==> config.mk <==
export PLATFORM = sky130hd
export DESIGN_NAME = div_uint8_seq
export DESIGN_NICKNAME = d
export VERILOG_FILES = /design/src/rtl/div_uint8_seq.sv
export SDC_FILE = /design/constraint.sdc
export NUM_CORES = 1
export LEC_CHECK = 0
export CELL_PAD_IN_SITES_DETAIL_PLACEMENT = 1
export CELL_PAD_IN_SITES_GLOBAL_PLACEMENT = 2
export CORE_ASPECT_RATIO = 2
export CORE_MARGIN = 5
export CORE_UTILIZATION = 31
export CTS_CLUSTER_DIAMETER = 200
export DETAILED_ROUTE_END_ITERATION = 16
export PLACE_DENSITY_LB_ADDON = 0.05
export SYNTH_ARGS = -nofsm -noshare
export SYNTH_HDL_FRONTEND = slang
export SYNTH_SLANG_ARGS = --single-unit
==> constraint.sdc <==
create_clock -name clock -period 3.4 [get_ports clock]
set_input_delay 0.51 -clock clock [delete_from_list [all_inputs] [get_ports clock]]
set_output_delay 0.51 -clock clock [all_outputs]
set_load 0.01 [all_outputs]
==> src/rtl/div_uint8_seq.sv <==
// Iterative restoring divider: one quotient bit per clock, ready/valid on both sides.
// Optional two's-complement operation when DIV_SIGNED_EN is defined (default: unsigned only).
module div_uint8_seq #(
  parameter int WIDTH = 8
) (
  input  logic             clock,
  input  logic             reset,
  input  logic [WIDTH-1:0] I0,
  input  logic [WIDTH-1:0] I1,
  input  logic             in_valid,
  output logic             in_ready,
  output logic [WIDTH-1:0] O,
  output logic [WIDTH-1:0] R,
  output logic             div_by_zero,
  output logic             out_valid,
  input  logic             out_ready
);

  // state | meaning
  // IDLE  | waiting for operands, in_ready high
  // BUSY  | one restoring step per edge, cnt counts down to 0
  // DONE  | result held on O/R/div_by_zero until out_ready
  typedef enum logic [1:0] {IDLE, BUSY, DONE} state_t;

  localparam int CW = (WIDTH > 1) ? $clog2(WIDTH) : 1;

  state_t           state;
  logic [CW-1:0]    cnt;
  logic [WIDTH-1:0] dvd;
  logic [WIDTH-1:0] dvs;
  logic [WIDTH-1:0] rem;

  logic [WIDTH:0]   rem_sh;
  logic [WIDTH:0]   trial;
  logic             trial_ok;
  logic [WIDTH-1:0] rem_nxt;
  logic [WIDTH-1:0] dvd_nxt;
  logic [WIDTH-1:0] ld_a;
  logic [WIDTH-1:0] ld_b;
  logic [WIDTH-1:0] fin_o;
  logic [WIDTH-1:0] fin_r;
  logic             fin_z;

`ifdef DIV_SIGNED_EN
  logic sgn_a;
  logic sgn_b;
`endif

  // dvd doubles as the quotient register: dividend bits shift out the top
  // while quotient bits shift in at the bottom.
  always_comb begin
    rem_sh   = {rem, dvd[WIDTH-1]};
    trial    = rem_sh - {1'b0, dvs};
    trial_ok = ~trial[WIDTH];
    rem_nxt  = trial_ok ? trial[WIDTH-1:0] : rem_sh[WIDTH-1:0];
    dvd_nxt  = {dvd[WIDTH-2:0], trial_ok};
    fin_z    = (dvs == '0);
`ifdef DIV_SIGNED_EN
    ld_a  = I0[WIDTH-1] ? -I0 : I0;
    ld_b  = I1[WIDTH-1] ? -I1 : I1;
    // Divide-by-zero keeps the raw all-ones quotient regardless of signs.
    if (fin_z)
      fin_o = '1;
    else
      fin_o = (sgn_a ^ sgn_b) ? -dvd_nxt : dvd_nxt;
    fin_r = sgn_a ? -rem_nxt : rem_nxt;
`else
    ld_a  = I0;
    ld_b  = I1;
    fin_o = dvd_nxt;
    fin_r = rem_nxt;
`endif
  end

  always_ff @(posedge clock) begin
    if (reset) begin
      state       <= IDLE;
      cnt         <= '0;
      dvd         <= '0;
      dvs         <= '0;
      rem         <= '0;
      in_ready    <= 1'b1;
      out_valid   <= 1'b0;
      O           <= '0;
      R           <= '0;
      div_by_zero <= 1'b0;
`ifdef DIV_SIGNED_EN
      sgn_a       <= 1'b0;
      sgn_b       <= 1'b0;
`endif
    end else begin
      case (state)
        IDLE: begin
          if (in_valid) begin
            dvd      <= ld_a;
            dvs      <= ld_b;
            rem      <= '0;
            cnt      <= CW'(WIDTH - 1);
            in_ready <= 1'b0;
            state    <= BUSY;
`ifdef DIV_SIGNED_EN
            sgn_a    <= I0[WIDTH-1];
            sgn_b    <= I1[WIDTH-1];
`endif
          end
        end
        BUSY: begin
          rem <= rem_nxt;
          dvd <= dvd_nxt;
          cnt <= cnt - 1'b1;
          if (cnt == '0) begin
            O           <= fin_o;
            R           <= fin_r;
            div_by_zero <= fin_z;
            out_valid   <= 1'b1;
            state       <= DONE;
          end
        end
        DONE: begin
          if (out_ready) begin
            out_valid <= 1'b0;
            in_ready  <= 1'b1;
            state     <= IDLE;
          end
        end
        default: begin
          out_valid <= 1'b0;
          in_ready  <= 1'b1;
          state     <= IDLE;
        end
      endcase
    end
  end

endmodule
==> metrics, run 1 <==
Slew @ Worst Pin=0.589 ns; clock buffer depth=2; WS Path Type=reg2reg; top post-synthesis cells by area=dfxtp_1 (42%), nand2_1 (7.7%), nor2_1 (7.0%); Pwr per Cell Area=just over 600 nW/um^2; clock slew at reported path FFs=~0.07 ns; CTS root buf=clkbuf_16; ys async rst share=0; final period utilization=0.802; CTS H-tree depth=2; CP startpoint kind=flop; slowest stage delay, CP=0.43 ns; initial antenna violation count=0; met3 wire length=about 200 um; Initial DRT Pass Iterations=4; leakage power=around 1.1 nW; die height=around 130 um; Final setup viols=0; min cycle time layout=2.73 ns; Finished Cell Area=a little under 3000 sq um; Hold Path Class=reg2reg; pre-CTS WS=between 0.6 and 0.7 ns; number of diodes=0; status=completed; first-pass GRT wire length=~11000 um; CTS Buf Count=5; number of synthesized flops with an enable pin=0; CTS tree=built; Hold Vio Cnt, Final=0; Sum Neg Setup Slack=0 ns; post-CTS resize count=0; DR top layer=met4; Yosys cell types=between 40 and 50; Slew headroom=0.606; Syn Area/Cell=8.14 sq um; leading area contributor after synthesis=dfxtp_1; Placement Cell Area=approximately 2800 sq um; number of DRC markers in iteration 0=roughly 110; Slew Limit Fails=0; Ys Warns=0; row count=44; Mapped Cells=~280; GPL Wtd Cong=0.753; fmax=~0.37 GHz; Min-Delay Endpoint=O[4]; Port Buffer Count=38; Synth Cell Area=approximately 2300 sq um; post-route DRC violation count=0; Setup WS post-layout=0.672 ns; fin util=0.405; Crit Path Max Fanout=8; via count=2092; worst-path cell chain=inv_1 > ha_1 > inv_1 > fa_1 > a211oi_1 > o211a_1 > o211a_1 > mux2i_1 > a211oi_1; layout cells sized above 1=0.0469; post-route ant nets=0; RR Endpoint=R[1]; Reg2Reg Setup Slack=0.67 ns; Top FF cell, synth=dfxtp_1; vias per std cell=around 5.1; Worst Skew=0.00412 ns; final wirelength=approximately 7000 um; P&R area growth vs syn=28.2%; Req. time, crit path=approximately 3.6 ns; syn_nets=between 300 and 400; Die Area=between 9000 and 10000 sq um; MaxCap Viol Count=0; Initial Utilization=0.316; area of the core=approximately 7300 sq um; Yosys reg bits=between 40 and 50; Metal-1 WL=roughly 2600 um; RSZ-0062 raised after global routing=no; Critical Path End Type=flop; Setup Buffers After CTS=0; Register-to-Register Path Depth=9; DR WL/cell=roughly 17 um; hold_sp=O[4]; Met2 Routed Length=roughly 3800 um; worst vdd ir=roughly 210 uV; Hold Path Depth=2; vias in the first global route=2182; Seq/Total Area, Yosys=0.419; RR Startpoint=dvd[7]; later-pin clock latency in the skew report=0.29 ns; post-DP HPWL=between 5000 and 6000 um; Die Wd=just over 70 um; Clock Sinks=48; slowest stage cell on the critical path=a211oi_1; # nets final=350; Yosys top cell area share=0.419; Crit path arrival time=slightly below 3 ns; total grt overflow=0; Tot GR Track Use=0.155; CTS Hold Bufs=0; largest net degree at the start of global routing=29; Ports=39
[power by group]
part | internal, mW | leakage, nW | total (mW) | switching, mW
combinational | 0.247 | 0.627 | 0.577 | 0.330
sequential | 0.620 | 0.393 | 0.668 | 0.0477
clock | 0.347 | 0.0808 | 0.567 | 0.221
total | 1.21 | 1.10 | 1.81 | 0.598
[sequential cells by signal, summed over array words and instances (netlist names)]
signal and count:
in_ready 1, out_valid 1, state 2, cnt 3, rem 8, dvs 8
div_by_zero 1, dvd 8, O 8, R 8
[Yosys cell counts (2+ instances only)]
| library cell | count |
|---|---|
| nor2b_1 | 4 |
| inv_1 | 13 |
| clkbuf_1 | 10 |
| xnor2_1 | 2 |
| nor3_1 | 3 |
| nand2_1 | 47 |
| nand2b_1 | 4 |
| dfxtp_1 | 48 |
| o211ai_1 | 4 |
| nand3_1 | 3 |
| nor2_1 | 43 |
| ha_1 | 10 |
| mux2i_1 | 6 |
| o211a_1 | 2 |
| nor4_1 | 3 |
| o21ai_0 | 10 |
| o22ai_1 | 2 |
| a211oi_1 | 9 |
| or4_1 | 3 |
| and2_1 | 2 |
| buf_1 | 2 |
| a21o_1 | 2 |
| xor2_1 | 3 |
| a21oi_1 | 21 |
| a311oi_1 | 8 |
[layer usage]
layer	global-route usage	vias to the layer above
met3	0.0245	14
li1	-	1056
met1	0.167	986
met5	0	-
met4	0.0805	0
met2	0.281	36
[cell usage in the layout, fill, tap and decap left out, types with 2 or more instances in the layout]
master and n:
dfxtp_1 48, nand2_1 47, nor2_1 43, clkdlybuf4s50_1 38, a21oi_1 21, inv_1 13, o21ai_0 10, ha_1 10
a211oi_1 9, a311oi_1 8, mux2i_1 6, clkbuf_16 5, buf_4 5, nor2b_1 4, o211ai_1 4, nand2b_1 4
xor2_1 3, or4_1 3, nor3_1 3, nand3_1 3, nor4_1 3, o211a_1 2, a21o_1 2, and2_1 2
o22ai_1 2, xnor2_1 2
[worst max path at each step]
stage | start | to | slack, ns
2_1_floorplan | dvd[7] | R[7] | 1.07
3_3_place_gp | dvd[7] | R[1] | 0.75
3_5_place_dp | dvd[7] | R[1] | 0.66
4_1_cts | dvd[7] | R[1] | 0.64
5_1_grt | dvd[7] | R[1] | 0.47
6_report | dvd[7] | R[1] | 0.67
[per-stage QoR]
step | hold WS, ns | power, mW | instances
6_report | 0.456 | 1.81 | 412
5_1_grt | 0.477 | 1.94 | 412
4_1_cts | 0.456 | 1.84 | 412
3_5_place_dp | 0.447 | 1.27 | 404
3_3_place_gp | 0.444 | 1.26 | 404
2_1_floorplan | 0.437 | 1.08 | 282
[kinds of logic after synthesis]
family / share of synthesized area
muxes: 0.0262
AOI/OAI and AO/OA: 0.212
adders and majority gates: 0.0633
xor gates and xnor gates: 0.0191
and+or+nand+nor: 0.218
DFF: 0.419
buffers and inverters: 0.0431
[cell type report]
type                       instances  area [sq um]
inverter                          13          48.8
fill                             912          4330
clock buffer                       6           129
clock inverter                     2          35.0
tap                               92           115
timing repair buffer              43           418
sequential                        48           961
multi-input combinational        208          1230
[critical path: cells and delay by family, from the launching register on]
family                     cells  cell delay [ns]
AOI/OAI and AO/OA              4             1.24
adders and majority gates      2             0.57
DFF                            1             0.33
muxes                          1             0.32
buffers and inverters          2             0.15
No activity file was read; power rests on OpenSTA's default activity.
==> run 2: changes to the inputs <==
Clock period 3.4 ns to 2.52 ns, I/O delays scaled along.
==> metrics, run 2 (same netlist as run 1, synthesis figures left out) <==
status=completed; Tot GR Track Use=0.156 (+0.000910); leakage power=1.13 nW (+2.2%); area of the core=7270 sq um (unchanged); fmax=0.428 GHz (+17%); Register-to-Register Path Depth=9 (unchanged); Pwr per Cell Area=810 nW/um^2 (+32%); CP startpoint kind=flop; Hold Path Class=reg2reg; vias in the first global route=2317 (+6.2%); DR WL/cell=16.4 um (-2.0%); row count=44 (unchanged); Critical Path End Type=flop; clock buffer depth=2 (unchanged); Hold Path Depth=2 (unchanged); Reg2Reg Setup Slack=0.18 ns (-0.49 ns); layout cells sized above 1=0.0765 (+0.0296); most frequent cells in the layout=dfxtp_1 (48), nand2_1 (47), nor2_1 (43), clkdlybuf4s50_1 (38), a21oi_1 (21); final wirelength=6860 um (-0.38%); initial antenna violation count=0 (unchanged); Setup WS post-layout=0.181 ns (-0.491 ns); hold_sp=O[3]; pre-CTS WS=-0.0176 ns (-0.680 ns); Hold Vio Cnt, Final=0 (unchanged); first-pass GRT wire length=11400 um (+1.5%); Placement Cell Area=2830 sq um (+1.9%); vias per std cell=5.12 (+0.77%); Die Wd=70.8 um (unchanged); via count=2144 (+2.5%); clock slew at reported path FFs=0.06 ns (about the same); RR Startpoint=dvs[0]; Worst Skew=0.00429 ns (+0.000171 ns); non-filler cells, final=419 (+1.7%); Slew headroom=0.610 (+0.00413); Finished Cell Area=2990 sq um (+1.7%); number of DRC markers in iteration 0=102 (-11%); Final setup viols=0 (unchanged); P&R area growth vs syn=30.3%; final period utilization=0.928 (+0.126); Req. time, crit path=2.76 ns (-0.80 ns); fin util=0.412 (+0.00671); Die Area=9330 sq um (unchanged); die height=132 um (unchanged); Ports=39 (unchanged); Inst Count DP=411 (+1.7%); later-pin clock latency in the skew report=0.29 ns (about the same); Initial Utilization=0.316 (unchanged); post-route DRC violation count=0 (unchanged); Slew Limit Fails=0 (unchanged); worst vdd ir=323 uV (+50%); Clock Sinks=48 (unchanged); post-DP HPWL=5340 um (+1.6%); # nets final=358 (+2.3%); total grt overflow=0 (unchanged); GPL Wtd Cong=0.769 (+2.1%); RR Endpoint=R[0]; Slew @ Worst Pin=0.585 ns (-0.00402 ns); CTS root buf=clkbuf_16; number of diodes=0 (unchanged); Crit Path Max Fanout=4 (-4); largest net degree at the start of global routing=28 (-3.4%); most common cell after layout, fill and taps aside=dfxtp_1; WS Path Type=reg2reg; MaxCap Viol Count=0 (unchanged); post-route ant nets=0 (unchanged); CTS H-tree depth=2 (unchanged); Min-Delay Endpoint=O[3]; Sum Neg Setup Slack=0 ns (unchanged); min cycle time layout=2.34 ns (-0.389 ns); Initial DRT Pass Iterations=3 (-1); CTS tree=built; RSZ-0062 raised after global routing=no; Crit path arrival time=2.58 ns (-0.31 ns); CTS Buf Count=5 (unchanged); Port Buffer Count=38 (unchanged)
-- run 2: changes by cell type in the layout (fill, tap and decap cells not counted), sizes merged --
cell / previous run / this run
buf: 5 / 13
bufinv: 1 / 0
-- run 2: stage by stage --
| stage | power, mW | hold slack (ns) |
|---|---|---|
| detailed placement | 1.77 | 0.451 |
| CTS | 2.43 | 0.460 |
| global route | 2.59 | 0.486 |
| floorplan | 1.45 | 0.437 |
| global placement | 1.76 | 0.443 |
| finish | 2.42 | 0.453 |
-- run 2: layout make-up --
| type | count | area, sq um |
|---|---|---|
| tap | 92 | 115 |
| multi-input combinational | 208 | 1250 |
| timing repair buffer | 51 | 478 |
| clock inverter | 1 | 5.00 |
| clock buffer | 6 | 129 |
| inverter | 13 | 48.8 |
| fill | 905 | 4280 |
| sequential | 48 | 961 |
-- run 2: how the worst max path moves through the flow --
stage               startpoint      to  slack [ns]  cells after the start
finish                  dvs[0]    R[0]        0.18                      9
global route            dvs[0]    R[5]       0.002                     10
CTS                     dvs[0]  rem[2]        0.03                      9
detailed placement      dvs[0]  rem[2]       -0.02                      9
global placement        dvs[0]    R[1]        0.08                      8
floorplan               dvd[7]    R[7]        0.19                      9
-- run 2: layer usage --
| metal | global-route usage | wire, um |
|---|---|---|
| met2 | 0.304 | 3930 |
| met5 | 0 | 0 |
| met4 | 0.0722 | 169 |
| met1 | 0.153 | 2590 |
| met3 | 0.0237 | 171 |
-- run 2: what timing repair did --
action	in CTS	in global routing
pin swaps	0	1
endpoints found under the hold margin	0	0
buffers inserted	0	1
hold buffers	0	0
gates resized for setup	1	3
endpoints found under the setup margin	1	12
-- run 2: critical path, cell delays in order (launching register included) --
cell and delay [ns]:
dfxtp_1 0.37, ha_1 0.18, inv_1 0.05, fa_1 0.41, a211oi_2 0.24, o211a_1 0.26, o211ai_2 0.16, buf_4 0.18
a211oi_1 0.27, o21a_1 0.16
-- run 2: power by group --
| group | switching, mW | internal [mW] |
|---|---|---|
| Clock | 0.284 | 0.361 |
| Sequential | 0.0630 | 0.837 |
| Combinational | 0.463 | 0.415 |
